**src/rtl/event_arbiter_rr_pkg.sv**
```systemverilog
// Shared encodings for the round-robin event arbiter: FSM states and edge-type values.
package event_arbiter_rr_pkg;

  typedef enum logic {
    ST_IDLE  = 1'b0,
    ST_OFFER = 1'b1
  } state_t;

  localparam logic EDGE_RISE = 1'b1;
  localparam logic EDGE_FALL = 1'b0;

endpackage

```
**src/rtl/event_arbiter_rr_edge_sync_cell.sv**
```systemverilog
// One event channel: multi-flop synchronizer plus a previous-level flop.
// Produces single-cycle rise/fall pulses from the synchronized level.
module edge_sync_cell #(
  parameter int SYNC_STAGES = 2
) (
  input  logic clk,
  input  logic reset_n,
  input  logic i_Data,
  output logic o_Rise,
  output logic o_Fall
);

  logic [SYNC_STAGES-1:0] r_sync;
  logic                   r_prev;
  logic                   w_level;

  assign w_level = r_sync[SYNC_STAGES-1];

  always_ff @(posedge clk or negedge reset_n) begin
    if (!reset_n) begin
      r_sync <= '0;
      r_prev <= 1'b0;
    end else begin
      r_sync <= {r_sync[SYNC_STAGES-2:0], i_Data};
      r_prev <= w_level;
    end
  end

  assign o_Rise = w_level & ~r_prev;
  assign o_Fall = ~w_level & r_prev;

endmodule

```
**src/rtl/event_arbiter_rr.sv**
```systemverilog
// Multi-channel edge-event scheduler: latches per-channel events as pending and offers
// them one at a time over valid/ready, picking channels round-robin.
//
//  state    | meaning
//  ---------+-----------------------------------------------------------
//  ST_IDLE  | nothing offered; picks next pending channel at/after ptr
//  ST_OFFER | o_Valid high, id/edge held until the consumer takes it
module event_arbiter_rr
  import event_arbiter_rr_pkg::*;
#(
  parameter int N_CH        = 4,
  parameter int SYNC_STAGES = 2
) (
  input  logic                     clk,
  input  logic                     reset_n,
  input  logic [N_CH-1:0]          i_Data,
  input  logic [N_CH-1:0]          i_Rise_En,
  input  logic [N_CH-1:0]          i_Fall_En,
  output logic                     o_Valid,
  output logic [$clog2(N_CH)-1:0]  o_Ch_Id,
  output logic                     o_Edge,
  input  logic                     i_Ready,
  output logic [N_CH-1:0]          o_Pending,
  output logic [N_CH-1:0]          o_Overflow,
  input  logic [N_CH-1:0]          i_Clr_Ovf
);

  localparam int IDW = $clog2(N_CH);

  logic [N_CH-1:0]   w_rise, w_fall, w_evt;
  logic [N_CH-1:0]   r_pend, r_etype, r_ovf;
  logic [N_CH-1:0]   w_pend_nxt, w_etype_nxt, w_ovf_nxt, w_ovf_set;
  logic [N_CH-1:0]   w_consume;
  logic [2*N_CH-1:0] w_dbl;
  logic [N_CH-1:0]   w_rot;
  logic [IDW-1:0]    w_off, w_sel, w_ptr_inc;
  logic [IDW:0]      w_sum, w_inc;
  logic              w_hs;

  state_t            r_state, w_state_nxt;
  logic [IDW-1:0]    r_ptr, w_ptr_nxt;
  logic              r_valid, w_valid_nxt;
  logic [IDW-1:0]    r_ch_id, w_ch_id_nxt;
  logic              r_edge, w_edge_nxt;

  for (genvar g = 0; g < N_CH; g++) begin : g_sync
    edge_sync_cell #(.SYNC_STAGES(SYNC_STAGES)) u_cell (
      .clk     (clk),
      .reset_n (reset_n),
      .i_Data  (i_Data[g]),
      .o_Rise  (w_rise[g]),
      .o_Fall  (w_fall[g])
    );
  end

  assign w_evt     = (w_rise & i_Rise_En) | (w_fall & i_Fall_En);
  assign w_hs      = (r_state == ST_OFFER) & i_Ready;
  assign w_consume = w_hs ? (N_CH'(1) << r_ch_id) : '0;

  // A new event on a channel being consumed this cycle replaces it rather than overflowing
  always_comb begin
    w_pend_nxt  = r_pend & ~w_consume;
    w_etype_nxt = r_etype;
    w_ovf_set   = '0;
    for (int i = 0; i < N_CH; i++) begin
      if (w_evt[i]) begin
        if (r_pend[i] & ~w_consume[i]) begin
          w_ovf_set[i] = 1'b1;
        end else begin
          w_pend_nxt[i]  = 1'b1;
          w_etype_nxt[i] = (w_rise[i] & i_Rise_En[i]) ? EDGE_RISE : EDGE_FALL;
        end
      end
    end
    w_ovf_nxt = (r_ovf & ~i_Clr_Ovf) | w_ovf_set;
  end

  assign w_dbl = {r_pend, r_pend};
  assign w_rot = w_dbl[r_ptr +: N_CH];

  always_comb begin
    w_off = '0;
    for (int i = N_CH - 1; i >= 0; i--) begin
      if (w_rot[i]) w_off = IDW'(i);
    end
  end

  assign w_sum     = {1'b0, r_ptr} + {1'b0, w_off};
  assign w_sel     = (w_sum >= (IDW+1)'(N_CH)) ? IDW'(w_sum - (IDW+1)'(N_CH)) : IDW'(w_sum);
  assign w_inc     = {1'b0, r_ch_id} + (IDW+1)'(1);
  assign w_ptr_inc = (w_inc == (IDW+1)'(N_CH)) ? '0 : IDW'(w_inc);

  always_comb begin
    w_state_nxt = r_state;
    w_valid_nxt = r_valid;
    w_ch_id_nxt = r_ch_id;
    w_edge_nxt  = r_edge;
    w_ptr_nxt   = r_ptr;
    case (r_state)
      ST_IDLE: begin
        if (|r_pend) begin
          w_ch_id_nxt = w_sel;
          w_edge_nxt  = r_etype[w_sel];
          w_valid_nxt = 1'b1;
          w_state_nxt = ST_OFFER;
        end
      end
      ST_OFFER: begin
        if (i_Ready) begin
          w_valid_nxt = 1'b0;
          w_ptr_nxt   = w_ptr_inc;
          w_state_nxt = ST_IDLE;
        end
      end
      default: begin
        w_valid_nxt = 1'b0;
        w_state_nxt = ST_IDLE;
      end
    endcase
  end

  always_ff @(posedge clk or negedge reset_n) begin
    if (!reset_n) begin
      r_state <= ST_IDLE;
      r_valid <= 1'b0;
      r_ch_id <= '0;
      r_edge  <= 1'b0;
      r_ptr   <= '0;
      r_pend  <= '0;
      r_etype <= '0;
      r_ovf   <= '0;
    end else begin
      r_state <= w_state_nxt;
      r_valid <= w_valid_nxt;
      r_ch_id <= w_ch_id_nxt;
      r_edge  <= w_edge_nxt;
      r_ptr   <= w_ptr_nxt;
      r_pend  <= w_pend_nxt;
      r_etype <= w_etype_nxt;
      r_ovf   <= w_ovf_nxt;
    end
  end

  assign o_Valid    = r_valid;
  assign o_Ch_Id    = r_ch_id;
  assign o_Edge     = r_edge;
  assign o_Pending  = r_pend;
  assign o_Overflow = r_ovf;

endmodule
```
**config.mk**
```make
export PLATFORM = sky130hd
export DESIGN_NAME = event_arbiter_rr
export DESIGN_NICKNAME = d
export VERILOG_FILES = /design/src/rtl/event_arbiter_rr_pkg.sv /design/src/rtl/event_arbiter_rr_edge_sync_cell.sv /design/src/rtl/event_arbiter_rr.sv
export SDC_FILE = /design/constraint.sdc
export NUM_CORES = 1
export LEC_CHECK = 0
export BUFFER_PORTS_ARGS = -buffer_cell sky130_fd_sc_hd__clkbuf_2
export CAP_MARGIN = 20
export CORE_MARGIN = 2
export CORE_UTILIZATION = 50
export DETAILED_ROUTE_END_ITERATION = 6
export PLACE_DENSITY = 0.74
export SKIP_LAST_GASP = 1
export SYNTH_ARGS = -nofsm -noshare
export SYNTH_HDL_FRONTEND = slang
export SYNTH_SLANG_ARGS = --single-unit
```
**constraint.sdc**
```tcl
create_clock -name clk -period 2.5 [get_ports clk]
set_input_delay 0.25 -clock clk [delete_from_list [all_inputs] [get_ports clk]]
set_output_delay 0.25 -clock clk [all_outputs]
set_load 0.1 [all_outputs]
```
==> results of run 1 <==
[kinds of logic after synthesis]
logic type,count (synthesis)
AOI/OAI and AO/OA,30
xor gates and xnor gates,1
adders and majority gates,5
DFF,31
buffers and inverters,18
muxes,3
and+or+nand+nor,51
[worst max-delay path, delay by kind of cell (launching register included)]
kind | cells | cell delay, ns
AND/OR/NAND/NOR | 2 | 0.28
AO/OA/AOI/OAI | 5 | 0.72
XOR/XNOR | 1 | 0.19
adder cells (fa/ha/maj) | 1 | 0.18
flip-flops | 1 | 0.51
buffers and inverters | 1 | 0.05
[timing repair]
action | CTS | global route
endpoints found under the hold margin | 31 | 0
hold buffers | 1 | 0
setup endpoints to repair | 0 | 0
[registers in the layout (all words and copies together) (netlist names)]
signal,count
o_Edge,1
o_Ch_Id,2
g_sync.u_cell.r_prev,4
o_Valid,1
r_ptr,2
g_sync.u_cell.r_sync,8
r_state,1
o_Pending,4
o_Overflow,4
r_etype,4
[layer usage]
metal,vias to the layer above,track usage,wire length (um)
met1,523,0.256,1160
met2,29,0.331,1400
li1,551,-,-
met3,8,0.0567,131
met4,0,0.0664,54
met5,-,0,0
[placed cells by master (no fill, tap or decap), types with 2 or more instances in the layout]
master,count
a21oi_1,4
nor2_1,12
dfrtp_1,29
nand3_1,4
o2bb2ai_1,4
clkbuf_4,5
o21ai_2,3
inv_1,13
ha_1,5
a31oi_1,9
and3b_1,2
nor3b_1,3
nand2_1,20
mux2_2,3
clkbuf_2,30
dfrtp_2,2
nor2b_1,4
o22ai_1,5
[through the flow]
step	hold slack, ns	util	total power [mW]	worst slack (ns)	area [um^2]
2_1_floorplan	-0.0456	-	1.72	0.0210	1430
3_3_place_gp	0.333	0.578	1.86	0.555	1580
3_5_place_dp	0.337	0.578	1.91	0.464	1580
4_1_cts	0.0174	0.603	2.21	0.455	1650
5_1_grt	0.00902	0.603	2.34	0.228	1650
6_report	0.0304	0.603	2.19	0.433	1650
[area by class of cell]
type | instances | area (um^2) | share of cell area
Clock buffer | 7 | 55.1 | 0.0334
Clock inverter | 1 | 5.00 | 0.00303
Inverter | 14 | 52.6 | 0.0319
Multi-Input combinational cell | 90 | 559 | 0.339
Sequential cell | 31 | 778 | 0.472
Tap cell | 31 | 38.8 | 0.0235
Timing Repair Buffer | 31 | 160 | 0.0971
[power by group through the flow]
stage	Combinational, mW	Sequential, mW	Clock [mW]
after CTS	1.12	0.780	0.303
after detailed placement	1.12	0.791	0
final	1.12	0.781	0.295
after global placement	1.09	0.773	0
after global routing	1.20	0.811	0.329
after floorplan	0.485	1.24	0
[final timing paths]
path | cells past startpoint | to | start | slack, ns
min | 1 | g_sync[1].u_cell.r_sync[0]$_DFF_PN0_ | i_Data[1] | 0.03
min reg2reg | 0 | g_sync[3].u_cell.r_sync[1]$_DFF_PN0_ | g_sync[3].u_cell.r_sync[0]$_DFF_PN0_ | 0.36
min in group asynchronous | 2 | o_Overflow[3]$_DFF_PN0_ | reset_n | 0.51
max reg2reg | 10 | o_Edge$_DFFE_PN0P_ | r_ptr[1]$_DFFE_PN0P_ | 0.43
max in group asynchronous | 2 | o_Pending[1]$_DFF_PN0_ | reset_n | 1.48
max | 10 | o_Edge$_DFFE_PN0P_ | r_ptr[1]$_DFFE_PN0P_ | 0.43
==> impl_metrics.csv, run 1 <==
group,metric,value,unit
status,status,"finished clean",
grt,grt_pass1_wl,5040,um
critical_path,worstPathRequired,2.69,ns
sta,worst_slew_pin_slew,0.723,ns
logic_synthesis,syn_nets,163,
route,first_iter_violations,63,
grt,grt_antenna_before_repair,0,
logic_synthesis,post-synth-top-area-cell,"dfrtp_1",
critical_path,crit_fanout,10,
power_and_ir_drop,ir_worst_vdd,975,uV
floorplan,die_area,3290,um^2
route,ant_nets,0,
power_and_ir_drop,cellPowerDensity,1330,nW/um^2
sta,final.period_utilization,0.827,
logic_synthesis,synth_compound_area_frac,0.147,
grt,grt.total_usage,0.201,
logic_synthesis,synth_top_family_by_area,"simple AND/OR/NAND/NOR gates",
cells_and_area,syn_to_final_growth,15.9,%
sta,final_hold_viol_count,0,
logic_synthesis,synthXorXnorAreaFrac,0.00616,
logic_synthesis,syn_area,1420,um^2
critical_path,cp_slowest_stage_delay,0.51,ns
route,viasPerCell,5.42,
power_and_ir_drop,switching_share,0.527,
critical_path,start_kind,"flop",
run,max-cap-violations,0,
sta,finalSetupTns,0,ns
critical_path,slowest_stage,"dfrtp_1",
logic_synthesis,synth-simple-area-share,0.172,
cells_and_area,drive_gt1_frac,0.270,
logic_synthesis,synthArstFlopShare,1.00,
power_and_ir_drop,p_comb_frac,0.509,
power_and_ir_drop,p_seq_frac,0.356,
logic_synthesis,synth_fa_ha_area_frac,0.0440,
logic_synthesis,syn_avg_cell_area,10.2,um^2
sta,drv_slew,0,
sta,finalClockSkew,0.00693,ns
floorplan,die_h,57.3,um
route,wirelength,2750,um
route,vias,1111,
placement,placedCellCount,196,
logic_synthesis,synth_commonest_cells,"31 x dfrtp_1, 20 x nand2_1, 13 x inv_1, 12 x nor2_1, 9 x a31oi_1",
clocking,clock_latency,0.32,ns
route,wl_per_cell,13.4,um
grt,grt.overflow.total,0,
clocking,numCtsBuffers,5,
cells_and_area,final_cells,205,
logic_synthesis,yosysWarnings,0,
logic_synthesis,synth_cell_types,31,
logic_synthesis,yosys-top-cells-area,"dfrtp_1 55%, nand2_1 5.3%, ha_1 4.4%, a31oi_1 4.0%, inv_1 3.4%",
power_and_ir_drop,power.leakage,0.790,nW
logic_synthesis,synth-edff-count,0,
floorplan,start_util,0.520,
clocking,tritoncts,"yes",
floorplan,core_area,2730,um^2
floorplan,rows,19,
clocking,cts-resized-gates,0,
clocking,clockBufferDepth,2,
clocking,htree_levels,2,
cells_and_area,final_nets,197,
logic_synthesis,synth_top_area_frac,0.545,
clocking,cts_sinks,31,
route,drc,0,
floorplan,ios,31,
grt,grt_max_degree,32,
power_and_ir_drop,p_clk_frac,0.134,
logic_synthesis,yosysSeqAreaShare,0.545,
critical_path,setup.worst_path.end_class,"flop",
cells_and_area,num_antenna_cells,0,
placement,hpwl,2080,um
min_path,hold_class,"in -> reg",
clocking,path_clk_slew,0.09,ns
sta,period_minus_slack,2.07,ns
critical_path,path_cells,"nand2_1 > a21oi_1 > o211ai_1 > o21a_1 > ha_1 > xnor2_1 > inv_2 > a31oi_1 > nand4b_1 > o221ai_2",
logic_synthesis,yosys.cell_count.top_type,"dfrtp_1",
logic_synthesis,synth_top_flop_cell,"dfrtp_1",
power_and_ir_drop,power.switching,1.15,mW
cells_and_area,fillers,232,
logic_synthesis,ys_ff_latch,31,
clocking,post_cts.repair.setup_buffers,0,
sta,fmaxAchievable,484,MHz
sta,setup_viol,0,
power_and_ir_drop,p_int,1.04,mW
sta,rsz0062_at_grt,"false",
route,drt_pass1_iterations,4,
clocking,root_buffer,"clkbuf_4",
grt,grt_pass1_vias,1128,
placement,port_buffers,30,
sta,slew-limit-headroom,0.518,
critical_path,criticalPathCategory,"reg -> reg",
placement,place_congestion,0.836,
floorplan,die_w,57.3,um
critical_path,crit_arrival,2.26,ns
logic_synthesis,synthMuxAreaShare,0.0237,
logic_synthesis,syn_inst,139,
Power figures use the tool's default switching activity.
==> inputs of run 2 (changes only) <==
==> constraint.sdc (replaced) <==
create_clock -name clk -period 2.1 [get_ports clk]
set_input_delay 0.21 -clock clk [delete_from_list [all_inputs] [get_ports clk]]
set_output_delay 0.21 -clock clk [all_outputs]
set_load 0.1 [all_outputs]
==> run 2 against run 1 <==
Compared with the run above:
- core utilization is 5.8 points higher
- critical path depth is 1 higher
- clock power is 65% higher
- combinational power is 38% higher
- critical path type unchanged
- power is 34% higher
==> impl_metrics.csv, run 2 (synthesis gave the netlist of run 1 again) <==
group,metric,value,unit
floorplan,start_util,0.520,
sta,worst_slew_pin_slew,0.744,ns
critical_path,setup.worst_path.end_class,"flop",
route,viasPerCell,5.39,
grt,grt_pass1_wl,4710,um
cells_and_area,drive_gt1_frac,0.322,
cells_and_area,final_cell_mix,"30 x clkbuf_2, 27 x dfrtp_1, 20 x nand2_1, 13 x inv_1, 12 x nor2_1",
floorplan,rows,19,
route,wl_per_cell,13.5,um
critical_path,worstPathRequired,2.31,ns
sta,finalClockSkew,0.0129,ns
run,max-cap-violations,0,
sta,drv_slew,0,
grt,grt_pass1_vias,1066,
placement,place_area,1640,um^2
cells_and_area,num_antenna_cells,0,
cells_and_area,multiInputGateArea,606,um^2
sta,final.period_utilization,0.962,
sta,setup_ws,0.0801,ns
grt,grt_antenna_before_repair,0,
route,drt_pass1_iterations,4,
clocking,root_buffer,"clkbuf_4",
cells_and_area,layout_commonest_cell,"clkbuf_2",
power_and_ir_drop,cellPowerDensity,1630,nW/um^2
critical_path,path_delay_family,"compound AO/OA/AOI/OAI gates",
critical_path,crit_start,"o_Pending[3]$_DFF_PN0_",
cells_and_area,largest_reg_flops,8,
route,vias,1154,
critical_path,slowest_stage,"dfrtp_4",
route,drc,0,
critical_path,crit_fanout,7,
sta,setup_viol,0,
critical_path,cp.buffers_inverters,2,
placement,port_buffers,30,
critical_path,r2r-start,"o_Pending[3]$_DFF_PN0_",
cells_and_area,fillers,223,
critical_path,cp_slowest_stage_delay,0.52,ns
clocking,tritoncts,"yes",
critical_path,path_cells,"buf_4 > nor2b_1 > a21oi_1 > o211ai_1 > o21a_1 > ha_4 > xnor2_2 > inv_2 > a31oi_4 > nand4b_1 > o221ai_2",
clocking,clockBufferDepth,2,
critical_path,endpoint,"o_Edge$_DFFE_PN0P_",
power_and_ir_drop,p_comb_frac,0.524,
grt,busiest_layer,"met2",
sta,fmaxAchievable,495,MHz
floorplan,die_h,57.3,um
placement,dp_slack,0.0957,ns
power_and_ir_drop,ir_worst_vdd,1130,uV
floorplan,ios,31,
route,wirelength,2900,um
floorplan,die_w,57.3,um
critical_path,rrSetupSlack,0.08,ns
clocking,htree_levels,2,
cells_and_area,finalInstanceArea,1810,um^2
cells_and_area,syn_to_final_growth,27.0,%
sta,whs,0.0522,ns
power_and_ir_drop,p_seq_frac,0.310,
route,ant_nets,0,
cells_and_area,regMostFlops,"g_sync.u_cell.r_sync",
critical_path,crit_arrival,2.23,ns
critical_path,timing.rr.end,"o_Edge$_DFFE_PN0P_",
grt,grt.total_usage,0.190,
power_and_ir_drop,power.leakage,0.859,nW
grt,met2_usage,0.318,
grt,grt_max_degree,32,
clocking,path_clk_slew,0.11,ns
floorplan,die_area,3290,um^2
power_and_ir_drop,power.switching,1.45,mW
clocking,cts-resized-gates,0,
min_path,hold_class,"in -> reg",
grt,grtUsageMet1,0.235,
power_and_ir_drop,p_int,1.49,mW
power_and_ir_drop,switching_share,0.493,
clocking,clock_latency,0.33,ns
sta,slew-limit-headroom,0.504,
critical_path,worst-path-stages,11,
floorplan,core_area,2730,um^2
cells_and_area,regArea,786,um^2
grt,grtUsageMet3,0.0612,
sta,period_minus_slack,2.02,ns
placement,place_congestion,0.818,
placement,hpwl,2090,um
critical_path,start_kind,"flop",
route,first_iter_violations,32,
sta,final_hold_viol_count,0,
clocking,cts_sinks,31,
critical_path,ff2ff_path_depth,11,
clocking,numCtsBuffers,5,
power_and_ir_drop,finalPower,2.94,mW
status,status,"finished clean",
critical_path,criticalPathCategory,"reg -> reg",
power_and_ir_drop,p_clk_frac,0.166,
cells_and_area,final_nets,206,
grt,grt.overflow.total,0,
run 2: metrics by stage:
stage / util / instances / TNS [ns]
3_3_place_gp: 0.600 / 197 / 0
4_1_cts: 0.650 / 210 / 0
5_1_grt: 0.661 / 214 / -0.00424
3_5_place_dp: 0.600 / 197 / 0
6_report: 0.661 / 214 / 0
2_1_floorplan: - / 139 / -0.159
run 2: metal layers:
layer	part of all wire	wire, um	up-vias
met4	0	0	0
li1	-	-	567
met5	0	0	-
met1	0.42	1220	563
met2	0.54	1560	24
met3	0.039	114	0
run 2: power by group through the flow:
stage	clock network [mW]	logic [mW]	registers (mW)
after global placement	0	1.43	0.925
after floorplan	0	0.687	1.49
after global routing	0.526	1.64	0.932
after detailed placement	0	1.47	0.939
final	0.488	1.54	0.913
after CTS	0.501	1.48	0.927
run 2: area by class of cell:
cell class	instances	share of cell area
sequential	31	0.435
inverter	14	0.0291
timing repair buffer	40	0.132
tap	31	0.0215
multi-input combinational	90	0.335
clock buffer	6	0.0284
clock inverter	2	0.0194
run 2: what timing repair did:
| item | CTS | global route |
|---|---|---|
| endpoints found under the setup margin | 0 | 1 |
| setup buffers | 0 | 4 |
| hold endpoints to repair | 35 | 0 |
| hold buffers | 5 | 0 |
run 2: worst register-to-register path, cell delays in order (launching register included):
cell,delay (ns)
dfrtp_4,0.52
buf_4,0.15
nor2b_1,0.10
a21oi_1,0.05
o211ai_1,0.16
o21a_1,0.19
ha_4,0.15
xnor2_2,0.10
inv_2,0.06
a31oi_4,0.18
nand4b_1,0.16
o221ai_2,0.09
run 2: worst min-delay path by stage:
stage	from	end	slack (ns)	cells past startpoint
2_1_floorplan	reset_n	g_sync[0].u_cell.r_prev$_DFF_PN0_	-0.09	0
3_3_place_gp	reset_n	g_sync[3].u_cell.r_sync[0]$_DFF_PN0_	0.30	1
3_5_place_dp	reset_n	g_sync[3].u_cell.r_sync[0]$_DFF_PN0_	0.31	1
4_1_cts	i_Clr_Ovf[0]	o_Overflow[0]$_DFF_PN0_	0.03	2
5_1_grt	i_Clr_Ovf[0]	o_Overflow[0]$_DFF_PN0_	0.03	2
6_report	i_Clr_Ovf[0]	o_Overflow[0]$_DFF_PN0_	0.05	2
